==> config.mk <==
export PLATFORM = sky130hd
export DESIGN_NAME = alu_program_sequencer
export DESIGN_NICKNAME = d
export VERILOG_FILES = /design/src/rtl/alu_program_sequencer.sv
export SDC_FILE = /design/constraint.sdc
export NUM_CORES = 1
export LEC_CHECK = 0
export BUFFER_PORTS_ARGS = -buffer_cell sky130_fd_sc_hd__buf_2
export CORE_AREA = 10 10 126 128
export DETAILED_ROUTE_END_ITERATION = 8
export DIE_AREA = 0 0 136 138
export PLACE_DENSITY = 0.46
export SETUP_SLACK_MARGIN = 0.2
export SYNTH_ARGS = -nofsm -noshare
export SYNTH_HDL_FRONTEND = slang
export SYNTH_SLANG_ARGS = --single-unit
==> constraint.sdc <==
create_clock -name CLK -period 3.7 [get_ports CLK]
set_input_delay 0.555 -clock CLK [delete_from_list [all_inputs] [get_ports CLK]]
set_output_delay 0.555 -clock CLK [all_outputs]
set_load 0.01 [all_outputs]
==> src/rtl/alu_program_sequencer.sv <==
// Program sequencer for the 8-bit ALU + result-register stage: issues stored
// {func, a} entries with a one-cycle load strobe. Optional early stop on a zero
// ALU result is enabled by defining ALU_SEQ_ZERO_HALT_EN.
module alu_program_sequencer #(
  parameter int DEPTH  = 8,
  parameter int ADDR_W = 3
) (
  input  logic              CLK,
  input  logic              reset,
  input  logic              wr_en,
  input  logic [ADDR_W-1:0] wr_addr,
  input  logic [6:0]        wr_data,
  input  logic [ADDR_W:0]   prog_len,
  input  logic              start,
  input  logic              step_mode,
  input  logic              step,
  input  logic [7:0]        alu_result,
  output logic [2:0]        func,
  output logic [3:0]        a_out,
  output logic              reg_load,
  output logic              reg_clear,
  output logic              busy,
  output logic              done,
  output logic              halted,
  output logic [ADDR_W-1:0] pc
);

  localparam int LEN_W = ADDR_W + 1;

  typedef enum logic [2:0] {
    S_IDLE,
    S_CLEAR,
    S_ISSUE,
    S_WAIT,
    S_DONE
  } state_t;

  state_t            state_q, state_d;
  logic [6:0]        mem_q [DEPTH];
  logic [ADDR_W-1:0] pc_q, pc_d;
  logic [LEN_W-1:0]  len_q, len_d, len_eff;
  logic [6:0]        fa_q, fa_d;
  logic              load_q, load_d;
  logic              clear_q, clear_d;
  logic              busy_q, busy_d;
  logic              done_q, done_d;
  logic              halt_q, halt_d;
  logic              last_entry;
  logic              zero_stop;

`ifdef ALU_SEQ_ZERO_HALT_EN
  assign zero_stop = (alu_result == 8'h00);
`else
  logic unused_alu_result;
  assign unused_alu_result = ^alu_result;
  assign zero_stop = 1'b0;
`endif

  assign len_eff    = (prog_len > LEN_W'(DEPTH)) ? LEN_W'(DEPTH) : prog_len;
  assign last_entry = ({1'b0, pc_q} == (len_q - 1'b1));

  always_comb begin
    state_d = state_q;
    pc_d    = pc_q;
    len_d   = len_q;
    fa_d    = fa_q;
    halt_d  = halt_q;
    case (state_q)
      S_IDLE, S_DONE: begin
        if (start) begin
          state_d = S_CLEAR;
          pc_d    = '0;
          halt_d  = 1'b0;
        end
      end
      S_CLEAR: begin
        // Length is latched here so a mid-run change of prog_len has no effect.
        len_d   = len_eff;
        state_d = (len_eff == '0) ? S_DONE : S_ISSUE;
      end
      S_ISSUE: begin
        if (last_entry) begin
          state_d = S_DONE;
        end else if (zero_stop) begin
          state_d = S_DONE;
          halt_d  = 1'b1;
        end else begin
          pc_d    = pc_q + 1'b1;
          state_d = step_mode ? S_WAIT : S_ISSUE;
        end
      end
      S_WAIT: begin
        if (step || !step_mode) state_d = S_ISSUE;
      end
      default: state_d = S_IDLE;
    endcase

    // Outputs are computed from the next state so the registered copies line up
    // with the state they describe.
    if (state_d == S_ISSUE) fa_d = mem_q[pc_d];
    load_d  = (state_d == S_ISSUE);
    clear_d = (state_d == S_CLEAR);
    busy_d  = (state_d == S_CLEAR) || (state_d == S_ISSUE) || (state_d == S_WAIT);
    done_d  = (state_d == S_DONE);
  end

  always_ff @(posedge CLK) begin
    if (reset) begin
      state_q <= S_IDLE;
      pc_q    <= '0;
      fa_q    <= '0;
      load_q  <= 1'b0;
      clear_q <= 1'b0;
      busy_q  <= 1'b0;
      done_q  <= 1'b0;
      halt_q  <= 1'b0;
    end else begin
      state_q <= state_d;
      pc_q    <= pc_d;
      fa_q    <= fa_d;
      load_q  <= load_d;
      clear_q <= clear_d;
      busy_q  <= busy_d;
      done_q  <= done_d;
      halt_q  <= halt_d;
    end
  end

  // Program storage and run length carry no reset; contents survive a reset.
  always_ff @(posedge CLK) begin
    len_q <= len_d;
    if (wr_en && ((state_q == S_IDLE) || (state_q == S_DONE)))
      mem_q[wr_addr] <= wr_data;
  end

  assign func      = fa_q[6:4];
  assign a_out     = fa_q[3:0];
  assign reg_load  = load_q;
  assign reg_clear = clear_q;
  assign busy      = busy_q;
  assign done      = done_q;
  assign halted    = halt_q;
  assign pc        = pc_q;

endmodule
==> results of run 1 <==
stage by stage:
stage,cells,hold slack (ns)
floorplan,228,0.5150
CTS,452,0.4538
detailed placement,436,0.5034
global placement,436,0.4949
global route,452,0.4688
finish,452,0.4698
power groups by stage:
stage | Clock (mW) | Sequential [mW] | Combinational (mW)
4_1_cts | 0.953 | 0.996 | 0.209
3_3_place_gp | 0 | 1.01 | 0.206
5_1_grt | 0.990 | 1.00 | 0.231
2_1_floorplan | 0 | 1.01 | 0.119
3_5_place_dp | 0 | 1.01 | 0.208
6_report | 0.927 | 0.996 | 0.203
cell type report:
type | count | area share (%)
repair buffers | 37 | 5.270
clock buffers | 9 | 5.714
multi-input cells | 137 | 26.22
inverters | 5 | 0.4762
clock inverters | 7 | 2.254
well taps | 180 | 5.714
flip-flops and latches | 77 | 54.35
routing by layer:
layer / track usage [%] / wire, µm / vias up / share of wire [%]
met2: 12.05 / 3393 / 68 / 45
met3: 3.043 / 609 / 6 / 8.0
li1: - / - / 953 / -
met4: 2.524 / 43 / 0 / 0.57
met5: 0 / 0 / - / 0
met1: 11.07 / 3523 / 960 / 47
cell families (layout without fill, tap and decap cells):
group	after synthesis	after routing	share of synthesized area, %
flops	77	77	65.80
simple gates	61	61	10.26
compound gates	41	41	9.531
mux	29	29	10.11
buf+inv	14	58	2.613
xor+xnor	3	3	0.8072
fa+ha+maj	2	2	0.7685
other cells	1	1	0.1152
critical path: cells and delay by family, from the launching register on:
| kind | cells | cell delay, ns |
|---|---|---|
| XOR/XNOR | 1 | 0.15 |
| flip-flops | 1 | 0.50 |
| AND/OR/NAND/NOR | 2 | 0.47 |
| buffers and inverters | 2 | 0.29 |
| AO/OA/AOI/OAI | 3 | 0.83 |
| multiplexers | 1 | 0.34 |
| adder cells (fa/ha/maj) | 1 | 0.30 |
synth_stat cells, drive strengths merged:
cell type	instances
edfxtp	60
mux2	28
nor2	23
dfxtp	17
nor2b	8
a211oi	7
a222oi	7
a21boi	6
buf	6
nand2	6
and2	5
inv	5
a21oi	4
nor3	4
o21ai	4
a31oi	3
and3	3
clkbuf	3
nor4	3
o21a	3
xnor2	3
a311oi	2
ha	2
nand2b	2
nand3	2
o22a	2
or3b	2
a21o	1
a311o	1
and3b	1
conb	1
mux2i	1
nand3b	1
nor3b	1
o21bai	1
worst paths after layout:
kind / slack, ns / cells past startpoint / endpoint
min reg2reg: 0.51 / 2 / fa_q[2]
max reg2reg: 0.65 / 10 / fa_q[6]
min: 0.47 / 1 / len_q[3]
max: 0.65 / 10 / fa_q[6]
state kept, by name, summed over array words and instances (netlist names):
signal	cells
busy	1
done	1
fa_q	7
len_q	4
mem_q	56
pc	3
reg_clear	1
reg_load	1
state_q	3
==> key figures, run 1 <==
Run status
  – Outcome: finished clean

Setup path
  – Setup Crit Path Kind: flop to flop
  – Worst-path maximum fanout: 21
  – CP cell instances: inv_1, ha_1, xnor2_1, nor3_2, and3_1, a311o_2, buf_12, mux2_2, a222oi_1, a211oi_1
  – Crit path launch type: flop
  – Worst stage delay on the critical path: 0.50 ns
  – Slowest cell on crit path: edfxtp_1
  – Worst R2R Start: len_q[0]
  – CP Data Arrival Time: roughly 3.3 ns
  – CP endpoint kind: flop
  – CP Launch Point: len_q[0]
  – Worst EP required: between 3 and 4 ns

Clocking
  – Worst-path clk slew: 0.06 ns
  – CTS H-Tree Depth: 3
  – CTS Buf Count: 9
  – Post-CTS Hold Buffers: 0
  – Post-CTS Setup Inserts: 0
  – CTS tree: yes
  – Root Driver: clkbuf_16
  – Post-CTS sizing: 0
  – CTS max path bufs: 2
  – CTS Sinks: between 70 and 80
  – Worst skew pair latency: about 0.33 ns

Synthesis
  – Yosys cell types: 46
  – Synth warnings: 0
  – Yosys top cell area share: 55.34%
  – Synthesized area: about 3300 µm²
  – Top cells by area, synth: edfxtp_1 (55%), dfxtp_1 (10%), mux2_2 (7.3%)
  – Yosys reg bits: 77
  – Synth Net Count: around 260
  – Post-Syn Instances: 228
  – Yosys top cell by area: edfxtp_1
  – Avg Cell Area, Syn: 14.28 µm²
  – Post-synthesis sequential area ratio: 65.80%

Drt
  – Drt via density: between 4 and 5
  – Iter 0 DRT Violations: 110
  – DRC viols: 0
  – Drt first pass iters: 4
  – Post-DR wirelength/cell: 16.75 µm
  – Detail Route Antenna Nets: 0
  – Drt total wl: around 7.6 mm
  – Via count: 1987

Floorplan
  – Core area: roughly 14000 µm²
  – Die width: 136 µm
  – IO Pins: 43
  – Die H: 138 µm
  – Initial Util: 24.11%
  – Row cnt: 43
  – DIE AREA: around 19000 µm²

STA
  – RSZ-0062 raised after global routing: no
  – Final setup TNS: 0 ns
  – Endpoints failing setup: 0
  – Slew HR: 36.51%
  – Final hold vios: 0
  – Worst-Margin Slew: 0.9488 ns
  – Worst Skew: 0.005930 ns
  – Final worst path period need: 3.046 ns
  – Max frequency: 328.3 MHz
  – Fin. max-slew vios: 0
  – Final Cycle Share: 82.32%
  – Setup ws final: 0.6543 ns

Pwr
  – Combinational Power Share: 9.6%
  – Seq pwr share: 46.9%
  – Total power: 2.126 mW
  – Power per cell area: 539.3 nW/µm²
  – Switch Pwr: between 0.4 and 0.5 mW
  – Leakage: 1.364 nW
  – Sw Share: 22.97%
  – Maximum vdd drop: 0.0001897 V
  – Clk pwr share: 43.6%
  – Pint: 1.638 mW

GRT
  – Largest net degree at the start of global routing: 22
  – First-pass GRT wire length: roughly 12 mm
  – Total track usage: 8.264%
  – Vias in the first global route: 2069
  – GRT overflow: 0
  – Initial antenna violation count: 0

Hold path
  – Beginning of the worst hold path: prog_len[3]
  – Min-delay worst type: primary input to flop

Finish
  – Fillers: 1370
  – Final instance area: 3941 µm²
  – Most frequent cells in the layout: edfxtp_1 (60), buf_2 (33), nor2_1 (23)
  – Multi-input logic area: 1033 µm²
  – Diodes inserted: 0
  – Register area: 2142 µm²
  – Post-layout nets: 297
  – Commonest non-fill, non-tap cell in the layout: edfxtp_1
  – Fraction of layout cells with a size suffix above 1: 28.68%
  – Post-layout util: 29.19%
  – Area grow syn2layout: 21.06%

Placement
  – Placer Congestion: 0.8152
  – DPL Wire Length: 5.099 mm
  – Pre-CTS setup slack: 0.6380 ns
  – Placed inst area: 3627 µm²
  – Port bufs: 33

Run
  – Max-Cap Viols: 0
Note: power is estimated with default switching activity, not from simulation.
==> run 2: changes to the inputs <==
- ABC_AREA: not set -> 1
- CORE_AREA: 10 10 126 128 -> 10 10 130 132
- DIE_AREA: 0 0 136 138 -> 0 0 140 142
- PLACE_DENSITY: 0.46 -> 0.48
- clock period: 3.7 -> 2.65 ns (I/O delays scaled with it)
==> run 2 against run 1 <==
Compared with the run above: first-iteration DRC count rose by 46%; core utilization increased by 0.57 points; routed wire length increased by 9.9%; sequential cell count unchanged.
==> key figures, run 2 <==
Clocking
  – Worst-path clk slew: around 0.06 ns
  – CTS Buf Count: 9
  – Worst skew pair latency: around 0.34 ns
  – CTS H-Tree Depth: 3
  – CTS Sinks: 77
  – CTS tree: yes
  – Root Driver: clkbuf_16
  – CTS max path bufs: 2

Placement
  – Placer Congestion: roughly 0.77
  – Pre-CTS setup slack: 0.2652 ns
  – Placed inst area: between 3000 and 4000 µm²
  – DPL Wire Length: 5.913 mm
  – Port bufs: 33
  – Placed Cells: 596

Hold path
  – Min-delay worst type: primary input to flop
  – Hold path endpoint: len_q[3]
  – Hold path cells: 1
  – Beginning of the worst hold path: prog_len[3]

Run
  – Max-Cap Viols: 0

Synthesis
  – Yosys top cell area share: approximately 51%
  – Post-synthesis sequential area ratio: between 60% and 70%
  – Synth Area in XOR/XNOR: 0%
  – Post-Syn Instances: 377
  – Multiplexer share of the synthesized area: 0%
  – Yosys reg bits: 77
  – Top cells by area, synth: edfxtp_1 (51%), nand3_1 (12%), dfxtp_1 (9.7%)
  – Compound-Gate Fraction of Synth Area: 2.600%
  – Commonest cells in the netlist: nand3_1 (83), inv_1 (82), nand2_1 (66), edfxtp_1 (60), nor2_1 (23)
  – Yosys cell types: 27
  – Synthesized area: roughly 3500 µm²
  – Fraction of registers with async set/reset: 0%
  – Largest family of logic cells by synthesized area: simple AND/OR/NAND/NOR gates
  – Avg Cell Area, Syn: 9.319 µm²
  – Adder-Cell Fraction of Synth Area: less than 1%
  – Simple-gate area share of the yosys netlist: 24.43%
  – Ys flop type: edfxtp_1
  – Synth Net Count: between 400 and 500
  – Most frequent cell after synthesis: nand3_1
  – Synth warnings: 0
  – Yosys top cell by area: edfxtp_1
  – EDFF count, synth: 60

STA
  – Fin. max-slew vios: 0
  – Worst Skew: 0.003961 ns
  – Setup ws final: between 0.4 and 0.5 ns
  – Max frequency: 448.1 MHz
  – Final setup TNS: 0 ns
  – Final hold vios: 0
  – Endpoints failing setup: 0
  – RSZ-0062 raised after global routing: no
  – Final worst path period need: 2.232 ns
  – Final Cycle Share: 84.22%

GRT
  – GRT overflow: 0
  – Largest net degree at the start of global routing: 23
  – Vias in the first global route: 2561
  – Initial antenna violation count: 0
  – Met2 usage: ~13%
  – Total track usage: just under 9%
  – Met1 Usage GRT: 10.80%
  – Layer with the highest usage: met2
  – GR Util met3: under 10%
  – First-pass GRT wire length: 13.47 mm

Setup path
  – Worst R2R Start: len_q[0]
  – Setup Crit Path Kind: flop to flop
  – Critical R2R Capture: fa_q[3]
  – CP endpoint kind: flop
  – Register-to-register setup slack: roughly 0.42 ns
  – Worst EP required: ~2.9 ns
  – R2R cell count: 14
  – Worst-path maximum fanout: 9
  – CP Data Arrival Time: 2.50 ns
  – Crit path launch type: flop

Floorplan
  – Die H: 142 µm
  – Die width: around 140 µm
  – Core area: 14310 µm²
  – DIE AREA: 19880 µm²
  – Row cnt: 44
  – IO Pins: 43
  – Initial Util: around a quarter

Drt
  – DRC viols: 0
  – Via count: between 2000 and 3000
  – Iter 0 DRT Violations: 161
  – Drt via density: approximately 4.2
  – Drt first pass iters: 4
  – Detail Route Antenna Nets: 0
  – Drt total wl: just over 8 mm
  – Post-DR wirelength/cell: 13.54 µm

Finish
  – Most frequent cells in the layout: nand3_1 (83), inv_1 (82), nand2_1 (65)
  – Fraction of layout cells with a size suffix above 1: between 10% and 20%
  – Biggest regs: mem_q x56, fa_q x7, len_q x4
  – Fillers: 1525
  – Max FFs per register: 56
  – Reg with most FFs: mem_q
  – Fin cells: 614
  – Post-layout nets: roughly 460
  – Post-layout util: 29.76%
  – Final instance area: 4259 µm²
  – Area grow syn2layout: 21.22%
  – Commonest non-fill, non-tap cell in the layout: nand3_1
  – Diodes inserted: 0

Pwr
  – Pint: 2.089 mW
  – Maximum vdd drop: 0.0003375 V
  – Switch Pwr: approximately 0.71 mW
  – Combinational Power Share: between 10% and 20%
  – Leakage: 1.891 nW
  – Sw Share: roughly 25%
  – Power per cell area: 657.0 nW/µm²
  – Seq pwr share: 48.6%
  – Clk pwr share: 39.4%

Run status
  – Outcome: finished clean
## run 2: cell count changes in the layout (fill, tap and decap cells not counted), moves of 7 or more
cell and change:
nand3_1 +81, inv_1 +77, nand2_1 +59, mux2_2 -21, buf_4 +9, nor2b_1 -8
a211oi_1 -7, a222oi_1 -7
## run 2: per-layer routing
metal,vias up,part of all wire [%]
li1,1313,-
met1,1174,47
met2,54,44
met3,13,5.9
met4,0,2.3
met5,-,0
## run 2: repair_timing
action | in CTS | in global routing
setup buffers | 0 | 2
setup endpoints to repair | 0 | 7
hold buffers | 0 | 0
gates resized for setup | 0 | 8
hold endpoints to repair | 0 | 0
## run 2: stage by stage
step           hold WS (ns)  power, mW
2_1_floorplan        0.4892      1.600
4_1_cts              0.2790      2.820
6_report             0.2910      2.798
3_5_place_dp         0.4593      1.709
3_3_place_gp         0.4571      1.704
5_1_grt              0.2920      2.938
## run 2: power by group through the flow
stage | clock (mW) | sequential [mW] | combinational [mW]
2_1_floorplan | 0 | 1.39 | 0.209
3_3_place_gp | 0 | 1.39 | 0.318
3_5_place_dp | 0 | 1.39 | 0.322
4_1_cts | 1.14 | 1.36 | 0.324
5_1_grt | 1.19 | 1.36 | 0.382
6_report | 1.10 | 1.36 | 0.335
## run 2: cells by family (layout without fill, tap and decap cells)
group           after synthesis  in the layout
other cells                   1              1
fa+ha+maj                     2              2
compound gates               16             16
flops                        77             77
simple gates                185            185
buf+inv                      96            149
## run 2: area by class of cell
type / count / area [µm²] / share of cell area [%]
Sequential cell: 77 / 2142 / 50.29
Timing Repair Buffer: 49 / 309.0 / 7.256
Clock inverter: 6 / 40.04 / 0.9401
Inverter: 84 / 317.8 / 7.462
Clock buffer: 10 / 229.0 / 5.376
Multi-Input combinational cell: 204 / 991.0 / 23.27
Tap cell: 184 / 230.2 / 5.405
## run 2: worst max path at each step
stage                        start      end  cells after the start
after floorplan           len_q[0]  fa_q[2]                     14
after global placement    len_q[0]  fa_q[3]                     14
after detailed placement  len_q[0]  fa_q[3]                     14
after CTS                 len_q[0]  fa_q[3]                     14
after global routing      len_q[0]  fa_q[4]                     13
final                     len_q[0]  fa_q[3]                     14
## run 2: critical path, cell delays in order (launching register included)
cell and delay [ns]:
edfxtp_1 0.38, inv_1 0.13, ha_1 0.26, nand2_1 0.07
nand2_1 0.06, nor2_2 0.11, nand3_2 0.13, nand2_2 0.15
nand3_2 0.10, nand2_4 0.14, buf_6 0.17, nand3_1 0.09
nand3_1 0.09, nand3_1 0.13, a21oi_1 0.15
==> run 3: changes to the inputs <==
- ABC_AREA: 1 -> 0
- CORE_AREA: 10 10 130 132 -> 10 10 126 128
- DIE_AREA: 0 0 140 142 -> 0 0 136 138
- PLACE_DENSITY: 0.48 -> 0.46
- clock period: 2.65 -> 2.09 ns (I/O delays scaled with it)
==> run 3 against run 2 <==
Compared with the run above: the flow now finishes with violations (negative setup slack); clock-buffer cell count stayed put; via count fell by 13%; hold slack worse by 0.078 ns; sequential share of layout area down 2.8 points; die area fell by 5.6%; largest power group unchanged; critical path type unchanged; combinational power is 60% higher; maximum frequency is 17% lower; routed wire length is 0.44% higher; first-iteration DRC count decreased by 45%.
==> key figures, run 3 (same netlist as run 1, synthesis figures left out) <==
Placement
  – DPL Wire Length: 5.610 mm
  – Placer Congestion: 0.7962
  – Placed Cells: 475
  – Pre-CTS setup slack: -0.6432 ns
  – Port bufs: 33

Clocking
  – Root Driver: clkbuf_16
  – Worst-path clk slew: 0.06 ns
  – CTS max path bufs: 2
  – CTS H-Tree Depth: 3
  – Worst skew pair latency: 0.33 ns
  – CTS Sinks: 77
  – CTS Buf Count: 9
  – Post-CTS Hold Buffers: 0
  – CTS tree: yes

Setup path
  – Worst-path maximum fanout: 12
  – Slowest cell on crit path: edfxtp_1
  – CP endpoint kind: flop
  – Register-to-register setup slack: -0.61 ns
  – CP cell instances: inv_2, ha_4, xnor2_4, nor3_2, a31oi_1, a311o_2, buf_4, buf_16, mux2_2, a222oi_1, a211oi_1
  – Worst R2R Start: len_q[1]
  – Crit path launch type: flop
  – Worst stage delay on the critical path: 0.42 ns
  – Critical R2R Capture: fa_q[5]
  – Worst EP required: 2.29 ns
  – Setup Crit Path Kind: flop to flop
  – R2R cell count: 11
  – CP Data Arrival Time: 2.91 ns

STA
  – RSZ-0062 raised after global routing: yes
  – Fin. max-slew vios: 0
  – Endpoints failing setup: 12
  – Final worst path period need: 2.700 ns
  – Final hold vios: 0
  – Final Cycle Share: 129.2%
  – Worst Skew: 0.006859 ns
  – Max frequency: 370.3 MHz
  – Setup ws final: -0.6104 ns

GRT
  – GRT overflow: 0
  – Initial antenna violation count: 0
  – Vias in the first global route: 2372
  – First-pass GRT wire length: 12.90 mm
  – Largest net degree at the start of global routing: 16
  – Total track usage: 9.007%

Pwr
  – Total power: 3.975 mW
  – Leakage: 1.673 nW
  – Maximum vdd drop: ~0.00042 V
  – Power per cell area: 881.4 nW/µm²

Finish
  – Reg with most FFs: mem_q
  – Fraction of layout cells with a size suffix above 1: 44.38%
  – Area grow syn2layout: 38.51%
  – Post-layout util: 33.39%
  – Max FFs per register: 56
  – Biggest regs: mem_q x56, fa_q x7, len_q x4
  – Fin cells: 500
  – Commonest non-fill, non-tap cell in the layout: edfxtp_1
  – Diodes inserted: 0
  – Post-layout nets: between 300 and 400
  – Most frequent cells in the layout: edfxtp_1 (60), buf_4 (40), buf_2 (33)

Hold path
  – Beginning of the worst hold path: prog_len[3]
  – Hold path cells: 1
  – Min-delay worst type: primary input to flop
  – Hold path endpoint: len_q[3]

Run status
  – Failing checks: negative setup slack
  – Outcome: complete, but fails checks

Drt
  – Iter 0 DRT Violations: 89
  – Drt first pass iters: 4
  – Detail Route Antenna Nets: 0
  – Drt via density: 4.424
  – Drt total wl: 8.353 mm
  – DRC viols: 0
  – Post-DR wirelength/cell: 16.71 µm
  – Via count: 2212

Floorplan
  – Initial Util: 24.11%
  – DIE AREA: around 19000 µm²
  – Core area: 13500 µm²
  – Die H: 138 µm
  – IO Pins: 43
  – Die width: 136 µm
  – Row cnt: 43

Run
  – Max-Cap Viols: 0
## run 3: power breakdown
group | internal, mW | switching [mW] | total [mW]
clock | 1.06 | 0.632 | 1.69
combinational | 0.265 | 0.273 | 0.537
sequential | 1.72 | 0.0314 | 1.75
total | 3.04 | 0.936 | 3.97
## run 3: timing repair
item	in CTS	in global routing
endpoints found under the setup margin	14	17
buffers inserted	4	3
pin swaps	9	6
resized for setup	17	11
gates cloned	2	0
## run 3: worst max path at each step
stage | from | end | slack, ns | depth (start not counted)
after CTS | len_q[1] | fa_q[1] | -0.60 | 9
final | len_q[1] | fa_q[5] | -0.61 | 11
after global placement | len_q[0] | fa_q[1] | -0.61 | 10
after detailed placement | len_q[0] | fa_q[1] | -0.64 | 10
after global routing | len_q[1] | fa_q[1] | -0.76 | 10
after floorplan | len_q[0] | fa_q[1] | -0.49 | 11
## run 3: cell type report
type	instances	area [µm²]
Fill cell	1340	8995
Tap cell	180	225.2
Clock buffer	10	229.0
Timing Repair Buffer	85	663.1
Multi-Input combinational cell	137	1137
Clock inverter	6	93.84
Inverter	5	18.77
Sequential cell	77	2142
## run 3: metal layers
metal,vias to the layer above,routed length (µm),GRT usage (%),share of wire [%]
met3,15,429,3.225,5.1
met4,0,154,3.197,1.8
met5,-,0,0,0
met2,51,4034,14.53,48
li1,1051,-,-,-
met1,1095,3734,10.75,45
## run 3: through the flow
step,cell area [µm²],hold slack [ns],setup TNS [ns]
3_5_place_dp,3939,0.4968,-4.096
5_1_grt,4509,0.2233,-5.690
3_3_place_gp,3939,0.4964,-3.621
6_report,4509,0.2132,-4.314
4_1_cts,4428,0.2037,-4.002
2_1_floorplan,3279,0.3851,-3.044
## run 3: critical path: cells and delay by family, from the launching register on
kind	cells	cell delay [ns]
xor+xnor	1	0.14
buf+inv	3	0.41
compound gates	4	0.90
simple gates	1	0.19
fa+ha+maj	1	0.21
mux	1	0.28
flops	1	0.42
